--- config.mk ---
export PLATFORM = sky130hd
export DESIGN_NAME = ula_issue_flat
export DESIGN_NICKNAME = d
export VERILOG_FILES = /design/src/rtl/ula_issue_if.sv /design/src/rtl/ula_issue.sv /design/src/flat_wrapper.sv
export SDC_FILE = /design/constraint.sdc
export NUM_CORES = 1
export LEC_CHECK = 0
export CAP_MARGIN = 20
export CORE_UTILIZATION = 45
export DETAILED_ROUTE_END_ITERATION = 10
export GPL_TIMING_DRIVEN = 1
export PLACE_DENSITY_LB_ADDON = 0.2
export SLEW_MARGIN = 0
export SYNTH_ARGS = -nofsm -noshare
export SYNTH_HDL_FRONTEND = slang
export SYNTH_SLANG_ARGS = --single-unit
--- constraint.sdc ---
create_clock -name clk -period 2.3 [get_ports clk]
set_input_delay 0.345 -clock clk [delete_from_list [all_inputs] [get_ports clk]]
set_output_delay 0.345 -clock clk [all_outputs]
set_load 0.02 [all_outputs]
--- src/rtl/ula_issue_if.sv ---
// Handshake and operand bundle between the decode/register-read stage, the issue buffer and the ULA.
interface ula_issue_if;
  logic        in_valid;
  logic        in_ready;
  logic [6:0]  in_opcode;
  logic [2:0]  in_funct3;
  logic        in_funct7b5;
  logic [31:0] in_rs1;
  logic [31:0] in_rs2;
  logic [31:0] in_imm;
  logic        out_valid;
  logic        out_ready;
  logic [1:0]  out_aluop;
  logic [3:0]  out_ctrl;
  logic [31:0] out_a;
  logic [31:0] out_b;
  logic        illegal;
  logic [7:0]  illegal_cnt;

  modport master (
    output in_valid, in_opcode, in_funct3, in_funct7b5, in_rs1, in_rs2, in_imm, out_ready,
    input  in_ready, out_valid, out_aluop, out_ctrl, out_a, out_b, illegal, illegal_cnt
  );

  modport slave (
    input  in_valid, in_opcode, in_funct3, in_funct7b5, in_rs1, in_rs2, in_imm, out_ready,
    output in_ready, out_valid, out_aluop, out_ctrl, out_a, out_b, illegal, illegal_cnt
  );
endinterface

--- src/rtl/ula_issue.sv ---
// ULA issue stage: decodes instructions into aluop/ctrl/operands and buffers them in a 2-entry FIFO.
// Define ULA_ISSUE_IMM_EN to decode I-type arithmetic (opcode 0010011); otherwise it is illegal.
module ula_issue (
  input logic       clk,
  input logic       rst_n,
  ula_issue_if.slave bus
);

  logic [1:0]  aluop_q [2];
  logic [3:0]  ctrl_q  [2];
  logic [31:0] a_q     [2];
  logic [31:0] b_q     [2];
  logic        wr_ptr;
  logic        rd_ptr;
  logic [1:0]  count;
  logic        rdy_en;
  logic        illegal_q;
  logic [7:0]  illegal_cnt_q;

  logic        dec_legal;
  logic [1:0]  dec_aluop;
  logic [3:0]  dec_ctrl;
  logic [31:0] dec_a;
  logic [31:0] dec_b;
  logic        accept;
  logic        push;
  logic        pop;
  logic        ill_acc;

  always_comb begin
    dec_legal = 1'b0;
    dec_aluop = 2'b00;
    dec_ctrl  = 4'b0000;
    dec_a     = bus.in_rs1;
    dec_b     = bus.in_rs2;
    case (bus.in_opcode)
      7'b0000011, 7'b0100011: begin
        dec_legal = 1'b1;
        dec_aluop = 2'b00;
        dec_ctrl  = 4'b0010;
        dec_b     = bus.in_imm;
      end
      7'b1100011: begin
        dec_legal = 1'b1;
        dec_aluop = 2'b01;
        dec_ctrl  = 4'b0110;
      end
      7'b0110011: begin
        dec_aluop = 2'b10;
        case ({bus.in_funct3, bus.in_funct7b5})
          4'b0000:          begin dec_legal = 1'b1; dec_ctrl = 4'b0010; end
          4'b0001:          begin dec_legal = 1'b1; dec_ctrl = 4'b0110; end
          4'b1110, 4'b1111: begin dec_legal = 1'b1; dec_ctrl = 4'b0000; end
          4'b1100, 4'b1101: begin dec_legal = 1'b1; dec_ctrl = 4'b0001; end
          4'b0100:          begin dec_legal = 1'b1; dec_ctrl = 4'b0111; end
          default:          dec_legal = 1'b0;
        endcase
      end
`ifdef ULA_ISSUE_IMM_EN
      7'b0010011: begin
        // no subtract-immediate exists, so funct7b5 plays no part here
        dec_aluop = 2'b10;
        dec_b     = bus.in_imm;
        case (bus.in_funct3)
          3'b000:  begin dec_legal = 1'b1; dec_ctrl = 4'b0010; end
          3'b111:  begin dec_legal = 1'b1; dec_ctrl = 4'b0000; end
          3'b110:  begin dec_legal = 1'b1; dec_ctrl = 4'b0001; end
          3'b010:  begin dec_legal = 1'b1; dec_ctrl = 4'b0111; end
          default: dec_legal = 1'b0;
        endcase
      end
`endif
      default: dec_legal = 1'b0;
    endcase
  end

  // full blocks acceptance even when a pop happens on the same edge
  assign bus.in_ready  = rdy_en && (count != 2'd2);
  assign bus.out_valid = (count != 2'd0);
  assign accept  = bus.in_valid && bus.in_ready;
  assign push    = accept && dec_legal;
  assign ill_acc = accept && !dec_legal;
  assign pop     = bus.out_valid && bus.out_ready;

  assign bus.out_aluop   = aluop_q[rd_ptr];
  assign bus.out_ctrl    = ctrl_q[rd_ptr];
  assign bus.out_a       = a_q[rd_ptr];
  assign bus.out_b       = b_q[rd_ptr];
  assign bus.illegal     = illegal_q;
  assign bus.illegal_cnt = illegal_cnt_q;

  always_ff @(posedge clk or negedge rst_n) begin
    if (!rst_n) begin
      for (int i = 0; i < 2; i++) begin
        aluop_q[i] <= 2'b00;
        ctrl_q[i]  <= 4'b0000;
        a_q[i]     <= 32'd0;
        b_q[i]     <= 32'd0;
      end
      wr_ptr        <= 1'b0;
      rd_ptr        <= 1'b0;
      count         <= 2'd0;
      rdy_en        <= 1'b0;
      illegal_q     <= 1'b0;
      illegal_cnt_q <= 8'd0;
    end else begin
      rdy_en    <= 1'b1;
      illegal_q <= ill_acc;
      if (ill_acc && (illegal_cnt_q != 8'hFF)) begin
        illegal_cnt_q <= illegal_cnt_q + 8'd1;
      end
      if (push) begin
        aluop_q[wr_ptr] <= dec_aluop;
        ctrl_q[wr_ptr]  <= dec_ctrl;
        a_q[wr_ptr]     <= dec_a;
        b_q[wr_ptr]     <= dec_b;
        wr_ptr          <= ~wr_ptr;
      end
      if (pop) begin
        rd_ptr <= ~rd_ptr;
      end
      case ({push, pop})
        2'b10:   count <= count + 2'd1;
        2'b01:   count <= count - 2'd1;
        default: count <= count;
      endcase
    end
  end

endmodule

--- src/flat_wrapper.sv ---
// flat-port wrapper written by rule: the top's interface ports become plain ports
module ula_issue_flat 
  (clk, rst_n, bus_in_valid, bus_in_opcode, bus_in_funct3, bus_in_funct7b5, bus_in_rs1, bus_in_rs2, bus_in_imm, bus_out_ready, bus_in_ready, bus_out_valid, bus_out_aluop, bus_out_ctrl, bus_out_a, bus_out_b, bus_illegal, bus_illegal_cnt);
  ula_issue_if bus_i ();
  input logic clk;
  input logic rst_n;
  input wire logic [$bits(bus_i.in_valid)-1:0] bus_in_valid;
  input wire logic [$bits(bus_i.in_opcode)-1:0] bus_in_opcode;
  input wire logic [$bits(bus_i.in_funct3)-1:0] bus_in_funct3;
  input wire logic [$bits(bus_i.in_funct7b5)-1:0] bus_in_funct7b5;
  input wire logic [$bits(bus_i.in_rs1)-1:0] bus_in_rs1;
  input wire logic [$bits(bus_i.in_rs2)-1:0] bus_in_rs2;
  input wire logic [$bits(bus_i.in_imm)-1:0] bus_in_imm;
  input wire logic [$bits(bus_i.out_ready)-1:0] bus_out_ready;
  output wire logic [$bits(bus_i.in_ready)-1:0] bus_in_ready;
  output wire logic [$bits(bus_i.out_valid)-1:0] bus_out_valid;
  output wire logic [$bits(bus_i.out_aluop)-1:0] bus_out_aluop;
  output wire logic [$bits(bus_i.out_ctrl)-1:0] bus_out_ctrl;
  output wire logic [$bits(bus_i.out_a)-1:0] bus_out_a;
  output wire logic [$bits(bus_i.out_b)-1:0] bus_out_b;
  output wire logic [$bits(bus_i.illegal)-1:0] bus_illegal;
  output wire logic [$bits(bus_i.illegal_cnt)-1:0] bus_illegal_cnt;
  assign bus_i.in_valid = bus_in_valid;
  assign bus_i.in_opcode = bus_in_opcode;
  assign bus_i.in_funct3 = bus_in_funct3;
  assign bus_i.in_funct7b5 = bus_in_funct7b5;
  assign bus_i.in_rs1 = bus_in_rs1;
  assign bus_i.in_rs2 = bus_in_rs2;
  assign bus_i.in_imm = bus_in_imm;
  assign bus_i.out_ready = bus_out_ready;
  assign bus_in_ready = bus_i.in_ready;
  assign bus_out_valid = bus_i.out_valid;
  assign bus_out_aluop = bus_i.out_aluop;
  assign bus_out_ctrl = bus_i.out_ctrl;
  assign bus_out_a = bus_i.out_a;
  assign bus_out_b = bus_i.out_b;
  assign bus_illegal = bus_i.illegal;
  assign bus_illegal_cnt = bus_i.illegal_cnt;
  ula_issue u_core (.clk(clk), .rst_n(rst_n), .bus(bus_i));
endmodule
Word level (Yosys, flattened, before mapping)
Index checks and enable logic that the tools add are counted.

Register bits after elaboration: 154. Input bits: 111. Output and inout port bits: 81.

Add/sub/neg operators: 3. Order comparisons: 3. Eq/ne operators: 14. Multiplexer cells: 29. Bitwise gates (word level): 4. Reduce and logical (&&, ||, !) cells: 15.

Operators with widths (count): 32-bit 2-to-1 mux (8); 64-bit bitwise mux (2); 32-bit demux with 1-bit select (1); 4-bit equality test, second input constant (4); 4-bit 2-to-1 mux (4); 7-bit by 6-bit equality test with 1-bit output, second input constant (2); 3-bit one-hot mux with 4 select lines (1); 4-bit one-hot mux with 3 select lines (1); 8-bit by 1-bit adder with 8-bit output, second input constant (1); 8-bit bitwise mux (1); 2-bit 2-to-1 mux (4); 8-bit != test, second input constant (1); 2-bit one-hot mux with 2 select lines (2); 7-bit by 2-bit equality test with 1-bit output, second input constant (1); 7-bit equality test, second input constant (1); 1-bit logical AND (7); 7-bit OR reduction (1); 4-bit bitwise mux (1); 4-bit demux with 1-bit select (1); 4-bit by 1-bit equality test with 1-bit output, second input constant (1); 4-bit by 3-bit equality test with 1-bit output, second input constant (1); 2-bit >= comparator, second input constant (2); 4-bit zero test (1); 1-bit NOT with 2-bit output (2); 14 further kinds (17).

Depth between registers and ports, before layout
Gate-level depths: netlist (run 1).

Word-level depth: 7. Gate-level depth with buffers: 9.

Worst setup path after synthesis (run 1)
Ideal clock, no wire load.

Path type: input to register. From: input bus_in_opcode[2]. To: register u_core.b_q[32] (netlist name). Library setup time: 0.127 ns. Data arrival time: 2.049 ns. Required time: 2.173 ns. Path slack: 0.124 ns. Stages: 8. Cell sequence: and4bb_2 nand2_1 o21bai_1 buf_2 a211oi_4 buf_6 buf_6 mux2_1.

Word-level cells in the longest chain between the ends: 4. Elaborated cells between the ends (all ways): 10. Those cells by class: 4 x eq/ne; 3 x mux; 3 x reduce/logical.

RTL lines: start: declaration (line flat_wrapper.sv:8) `input wire logic [$bits(bus_i.in_opcode)-1:0] bus_in_opcode;`; 7-bit by 2-bit equality test with 1-bit output, or another cell as far along (line ula_issue.sv:36) `case (bus.in_opcode)`; 3-bit OR reduction (no source line) / 2-bit OR reduction (equally long branches); 1-bit one-hot mux with 2 select lines / 32-bit 2-to-1 mux (equally long branches) (line ula_issue.sv:36); 1-bit logical AND / 64-bit bitwise mux (equally long branches) (line ula_issue.sv:81, ula_issue.sv:116); end signal: indexed assignment (line ula_issue.sv:98) `b_q[i] <= 32'd0;`; end signal: indexed assignment (line ula_issue.sv:116) `b_q[wr_ptr] <= dec_b;`; end: declaration (line ula_issue.sv:12) `logic [31:0] b_q [2];`.

Several ways; a longest one is shown, not always the timed one. A chain may end at the register's enable or synchronous reset.

Worst setup path after layout (run 1)
From: register u_core.rd_ptr. To: output bus_out_a[3].

Word-level cells in the longest chain between the ends: 4.

RTL lines: start: declaration (line ula_issue.sv:14) `logic rd_ptr;`; start signal: assignment (line ula_issue.sv:120) `rd_ptr <= ~rd_ptr;`; 1-bit NOT with 2-bit output (not written as such) (line ula_issue.sv:87) `assign bus.out_a = a_q[rd_ptr];`; 32-bit 2-to-1 mux (not written as such) (3 in series) (line ula_issue.sv:87); end: declaration (line flat_wrapper.sv:19) `output wire logic [$bits(bus_i.out_a)-1:0] bus_out_a;`.

No other way between the ends. The select of a mux whose other input is x is not followed.

==> results.ini, run 1 <==
[yosys]
synth_seq_cells=152
synth_edf_count=0
post_synth.cell_area_avg_sq_um=14.7
ys_seq_area_frac=0.533
synthesis.area_sq_um=7130
synth.top_cell.area_share=0.533
netlist_instances=486
syn_nets=599
netlist-cell-type-count=36
yosysMostFrequentCell=mux2_2
ys.warnings.count=0
synth_area_leaders=dfrtp_1, mux2_2, mux2_1
synthFlopType=dfrtp_1
synthTopCellsByCount=mux2_2, dfrtp_1, mux2_1
async_flop_share=1.00
yosys.area.top_type=dfrtp_1

[placed_design]
io_buffers=190
dpl.cell_count=883
placed_area_sq_um=9400
pre_cts_ws_ns=-0.354
gp_congestion=0.782
dp_hpwl_microns=10600

[route]
drc=0
firstDrtPassIters=4
avgRoutedWirePerCell_microns=17.1
drtAntennaViolNets=0
wirelength_microns=15700
vias=4684
drt_iter0_markers=160
viasPerCell=5.10

[worst_setup_path]
worstSetupPathType=flop to output port
end_kind=output port
cp.required_ns=1.96
r2r_slack_ns=0.45
path_max_fanout=17
cp.arrival_ns=1.90
cp-start-kind=flop

[sta]
finalClockSkew_ns=0.00444
fin_crit_sh=0.975
slew_headroom=0.608
max_freq_mhz=446
hold_viol_final=0
fin_ws_ns=0.0580
finalSetupViolCount=0
drv_slew=0
fin_crit_ns=2.24
finalSetupTns_ns=0
tightestPinTransition_ns=0.589

[run_status]
status=finished clean

[cells_and_area]
drive_above_1_share=0.405
design_area_sq_um=10000
finalNonFillerCells=919
antenna_cells=0
fillCellCount=1175
num-nets-final=808
synthToLayoutAreaGrowth_pct=40.8

[power_and_ir_drop]
switching_power_uw=2330
ir_worst_vdd_v=0.000520
p_sw_frac=0.282
power.density_nw_per_um2=826
p_comb_frac=0.261
pwr-share-clk=0.353
seqPwrFrac=0.386
p_leak_uw=0.00518
intPower_uw=5960

[clock_tree]
htreeDepth=4
clockBufferDepth=2
clock_latency_ns=0.41
clock_sinks=152
path_clk_slew_ns=0.06
cts_made_buffers=17
cts_root_buf=clkbuf_16
cts_tree=yes

[min_path]
holdCritPathClass=input port to async pin

[floorplanning]
start_util=0.466
fp.dieW_microns=128
die_y_microns=128
io_pins=192
die_area_sq_um=16400
coreArea_sq_um=15300
row_count=45

[flow_run]
maxCapViolations=0

[global_route]
first_global_vias=5093
grt_pass1_wl_microns=25300
antenna_found_initial=0
grt_start_max_net_pins=62
track_usage=0.200
overflow=0

[path summary, 6_finish.rpt]
check                                            endpoint            start  cells past startpoint
worst max-delay path                         bus_out_a[3]    u_core.rd_ptr                      3
min in group clk                           u_core.b_q[37]   u_core.b_q[37]                      1
max in group asynchronous                  u_core.b_q[28]            rst_n                      3
worst min register to register             u_core.b_q[37]   u_core.b_q[37]                      1
worst max register to register             u_core.a_q[38]  u_core.count[0]                      6
worst min-delay path            u_core.bus.illegal_cnt[5]            rst_n                      2
[per-layer routing]
metal / vias to the layer above / GRT usage / routed length, microns
met4: 0 / 0.0768 / 288
met2: 120 / 0.358 / 8180
met1: 2366 / 0.231 / 6450
met3: 16 / 0.0484 / 768
met5: - / 0 / 0
li1: 2182 / - / -
[through the flow]
step / hold slack [ns] / power (uW) / util
2_1_floorplan: 0.0494 / 4490 / -
3_3_place_gp: 0.357 / 5470 / 0.614
3_5_place_dp: 0.372 / 5530 / 0.614
4_1_cts: 0.487 / 8400 / 0.651
5_1_grt: 0.497 / 8680 / 0.656
6_report: 0.470 / 8290 / 0.656
[cell type report]
type	count	area [sq um]	area share
clock buffers	18	429	0.0427
clock inverters	14	200	0.0199
repair buffers	218	2170	0.216
well taps	211	264	0.0263
inverters	5	18.8	0.00187
flip-flops and latches	152	3800	0.379
multi-input cells	301	3160	0.314
[kinds of logic (layout without fill, tap and decap cells)]
family | count (synthesis) | in the layout | share of synthesized area
DFF | 152 | 152 | 0.533
other | 2 | 2 | 0.00105
muxes | 241 | 241 | 0.380
adders and majority gates | 2 | 2 | 0.00351
AOI/OAI and AO/OA | 13 | 13 | 0.0163
and+or+nand+nor | 32 | 32 | 0.0274
buffers and inverters | 33 | 255 | 0.0249
xor gates and xnor gates | 11 | 11 | 0.0135
[cells in the final DEF (no fill, tap or decap), types with 2 or more instances in the layout]
master	count
mux2_2	220
dfrtp_1	151
clkdlybuf4s50_1	121
dlygate4sd2_1	57
mux2_1	20
buf_4	19
clkbuf_16	18
dlymetal6s2s_1	11
xnor2_1	7
nor2_1	6
buf_12	6
inv_1	5
and3_1	5
clkinv_4	5
nand4_1	4
xor2_1	4
bufinv_16	4
and2_1	3
o21ai_0	3
a21oi_1	3
clkinvlp_4	3
nand2b_1	2
nand2_1	2
nand3_1	2
ha_1	2
conb_1	2
[flip-flops by register name, summed over array words and instances (netlist names)]
name and cells:
u_core.count 2, u_core.a_q 64, u_core.bus.illegal_cnt 8, u_core.aluop_q 4, u_core.wr_ptr 1, u_core.ctrl_q 6, u_core.rd_ptr 1, u_core.b_q 64
u_core.rdy_en 1, u_core.bus.illegal 1
[worst max-delay path: stages (launching register included)]
cell and delay (ns):
dfrtp_2 0.40, buf_8 0.20, mux2_2 0.35, clkdlybuf4s50_1 0.54
[power groups by stage]
stage	Clock, uW	Combinational, uW	Sequential (uW)
6_report	2930	2160	3200
5_1_grt	3130	2310	3250
4_1_cts	3000	2200	3200
3_5_place_dp	0	2290	3250
3_3_place_gp	0	2250	3220
2_1_floorplan	0	1250	3240
[repair_timing]
action                                 CTS  global route
resized for setup                       58            12
endpoints found under the hold margin   58             0
setup endpoints to repair               69            40
cloned                                   0             1
hold buffers                             1             0
pin swaps                                0             1
buffers inserted                         0             2
Power figures use the tool's default switching activity.
==> run 2, diff against run 1 <==
Settings changed: CORE_MARGIN set to 3, CORE_UTILIZATION 45 to 49.
==> results.ini, run 2 (synthesized netlist as in run 1, its figures left out) <==
[route]
avgRoutedWirePerCell_microns=17.6  ; +3.3%
wirelength_microns=15700  ; about the same
drt_iter0_markers=146  ; -8.8%
drc=0  ; unchanged
drtAntennaViolNets=0  ; unchanged
firstDrtPassIters=4  ; unchanged
viasPerCell=5.28  ; +3.5%
vias=4690  ; +0.13%

[worst_setup_path]
worstSetupPathType=input port to flop
path_max_fanout=23  ; +6
cp.arrival_ns=2.47  ; +0.57 ns
cp-start-kind=input port
cp.required_ns=2.60  ; +0.64 ns
end_kind=flop

[sta]
finalSetupViolCount=0  ; unchanged
rsz0062_at_grt=no
hold_viol_final=0  ; unchanged
fin_ws_ns=0.124  ; +0.0662 ns
finalClockSkew_ns=0.00416  ; -0.000277 ns
drv_slew=0  ; unchanged
max_freq_mhz=460  ; +3.0%
fin_crit_ns=2.18  ; -0.0662 ns
fin_crit_sh=0.946  ; -0.0288

[floorplanning]
start_util=0.508  ; +0.0422
die_area_sq_um=16000  ; -1.9%
io_pins=192  ; unchanged
fp.dieW_microns=127  ; -0.98%
row_count=43  ; -4.4%
coreArea_sq_um=14000  ; -8.3%
die_y_microns=127  ; -0.98%

[global_route]
antenna_found_initial=0  ; unchanged
grt_pass1_wl_microns=26100  ; +3.4%
grt_start_max_net_pins=51  ; -18%
first_global_vias=5281  ; +3.7%
overflow=0  ; unchanged
track_usage=0.205  ; +0.00503

[placed_design]
pre_cts_ws_ns=-0.354  ; +0.000255 ns
dp_hpwl_microns=11300  ; +6.0%
dpl.cell_count=856  ; -3.1%
gp_congestion=0.762  ; -2.6%
placed_area_sq_um=9430  ; +0.31%
io_buffers=190  ; unchanged

[clock_tree]
cts_made_buffers=17  ; unchanged
cts_root_buf=clkbuf_16
clockBufferDepth=2  ; unchanged
htreeDepth=4  ; unchanged
clock_sinks=152  ; unchanged
cts_tree=yes
clock_latency_ns=0.41  ; about the same
path_clk_slew_ns=0.06  ; about the same

[run_status]
status=finished clean

[flow_run]
maxCapViolations=0  ; unchanged

[power_and_ir_drop]
power.density_nw_per_um2=824  ; -0.15%
p_leak_uw=0.00505  ; -2.6%
ir_worst_vdd_v=0.000526  ; +1.2%

[cells_and_area]
design_area_sq_um=9980  ; -0.69%
fillCellCount=1008  ; -14%
antenna_cells=0  ; unchanged
drive_above_1_share=0.409  ; +0.00366
num-nets-final=809  ; +0.12%
finalNonFillerCells=889  ; -3.3%
final_common_cell=mux2_2
synthToLayoutAreaGrowth_pct=39.8
mostFrequentLayoutCells=mux2_2, dfrtp_1, clkdlybuf4s50_1

[min_path]
holdCritPathClass=input port to async pin

run 2: cell types whose count changed in the layout (fill, tap and decap cells not counted), sizes merged:
cell,change
bufinv,-1
clkbuf,-2
buf,+2
clkdlybuf4s50,-2
dlymetal6s2s,-10
clkinv,-3
dlygate4sd2,+12
inv,+5
run 2: area by class of cell:
type | count | area [sq um] | share of cell area
Multi-Input combinational cell | 301 | 3160 | 0.317
Timing Repair Buffer | 219 | 2150 | 0.216
Clock inverter | 15 | 190 | 0.0191
Inverter | 5 | 18.8 | 0.00188
Tap cell | 180 | 225 | 0.0226
Sequential cell | 152 | 3800 | 0.381
Clock buffer | 17 | 425 | 0.0426
run 2: what timing repair did:
action                                  in CTS  in global routing
hold buffers                                 1                  0
buffers inserted                             0                  0
endpoints found under the hold margin       46                  0
gates resized for setup                     69                  2
endpoints found under the setup margin      69                 49
run 2: power breakdown:
| group | switching, uW | total, uW | internal (uW) |
|---|---|---|---|
| clock | 1140 | 2870 | 1730 |
| combinational | 1020 | 2150 | 1130 |
| sequential | 212 | 3210 | 2990 |
| total | 2370 | 8220 | 5860 |
run 2: final timing paths:
path	from	endpoint	slack, ns	cells past startpoint
min in group clk	u_core.b_q[40]	u_core.b_q[40]	0.48	1
setup reg to reg	u_core.count[0]	u_core.a_q[43]	0.47	6
hold reg to reg	u_core.b_q[40]	u_core.b_q[40]	0.48	1
setup / recovery	bus_in_funct3[1]	u_core.a_q[43]	0.12	7
max in group asynchronous	rst_n	u_core.b_q[40]	1.20	3
hold / removal	rst_n	u_core.count[1]	0.44	2
run 2: worst max-delay path, cell delays in order:
cell             delay, ns
clkdlybuf4s50_1       0.51
a2111oi_4             0.43
o21bai_2              0.15
a211oi_4              0.29
buf_4                 0.19
buf_12                0.18
mux2_2                0.36
run 2: metal layers:
layer  track usage  up-vias  share of wire
met2         0.355      142           0.51
met4        0.0801        0          0.025
li1              -     2174              -
met5             0        -              0
met3        0.0585       31          0.060
met1         0.242     2343           0.41
run 2: through the flow:
stage	total power, uW	hold slack [ns]	TNS, ns	utilization
floorplan	4490	0.0494	0	-
global placement	5500	0.316	-31.06	0.672
detailed placement	5560	0.322	-40.05	0.672
CTS	8310	0.440	0	0.710
global route	8600	0.467	0	0.711
finish	8220	0.444	0	0.711
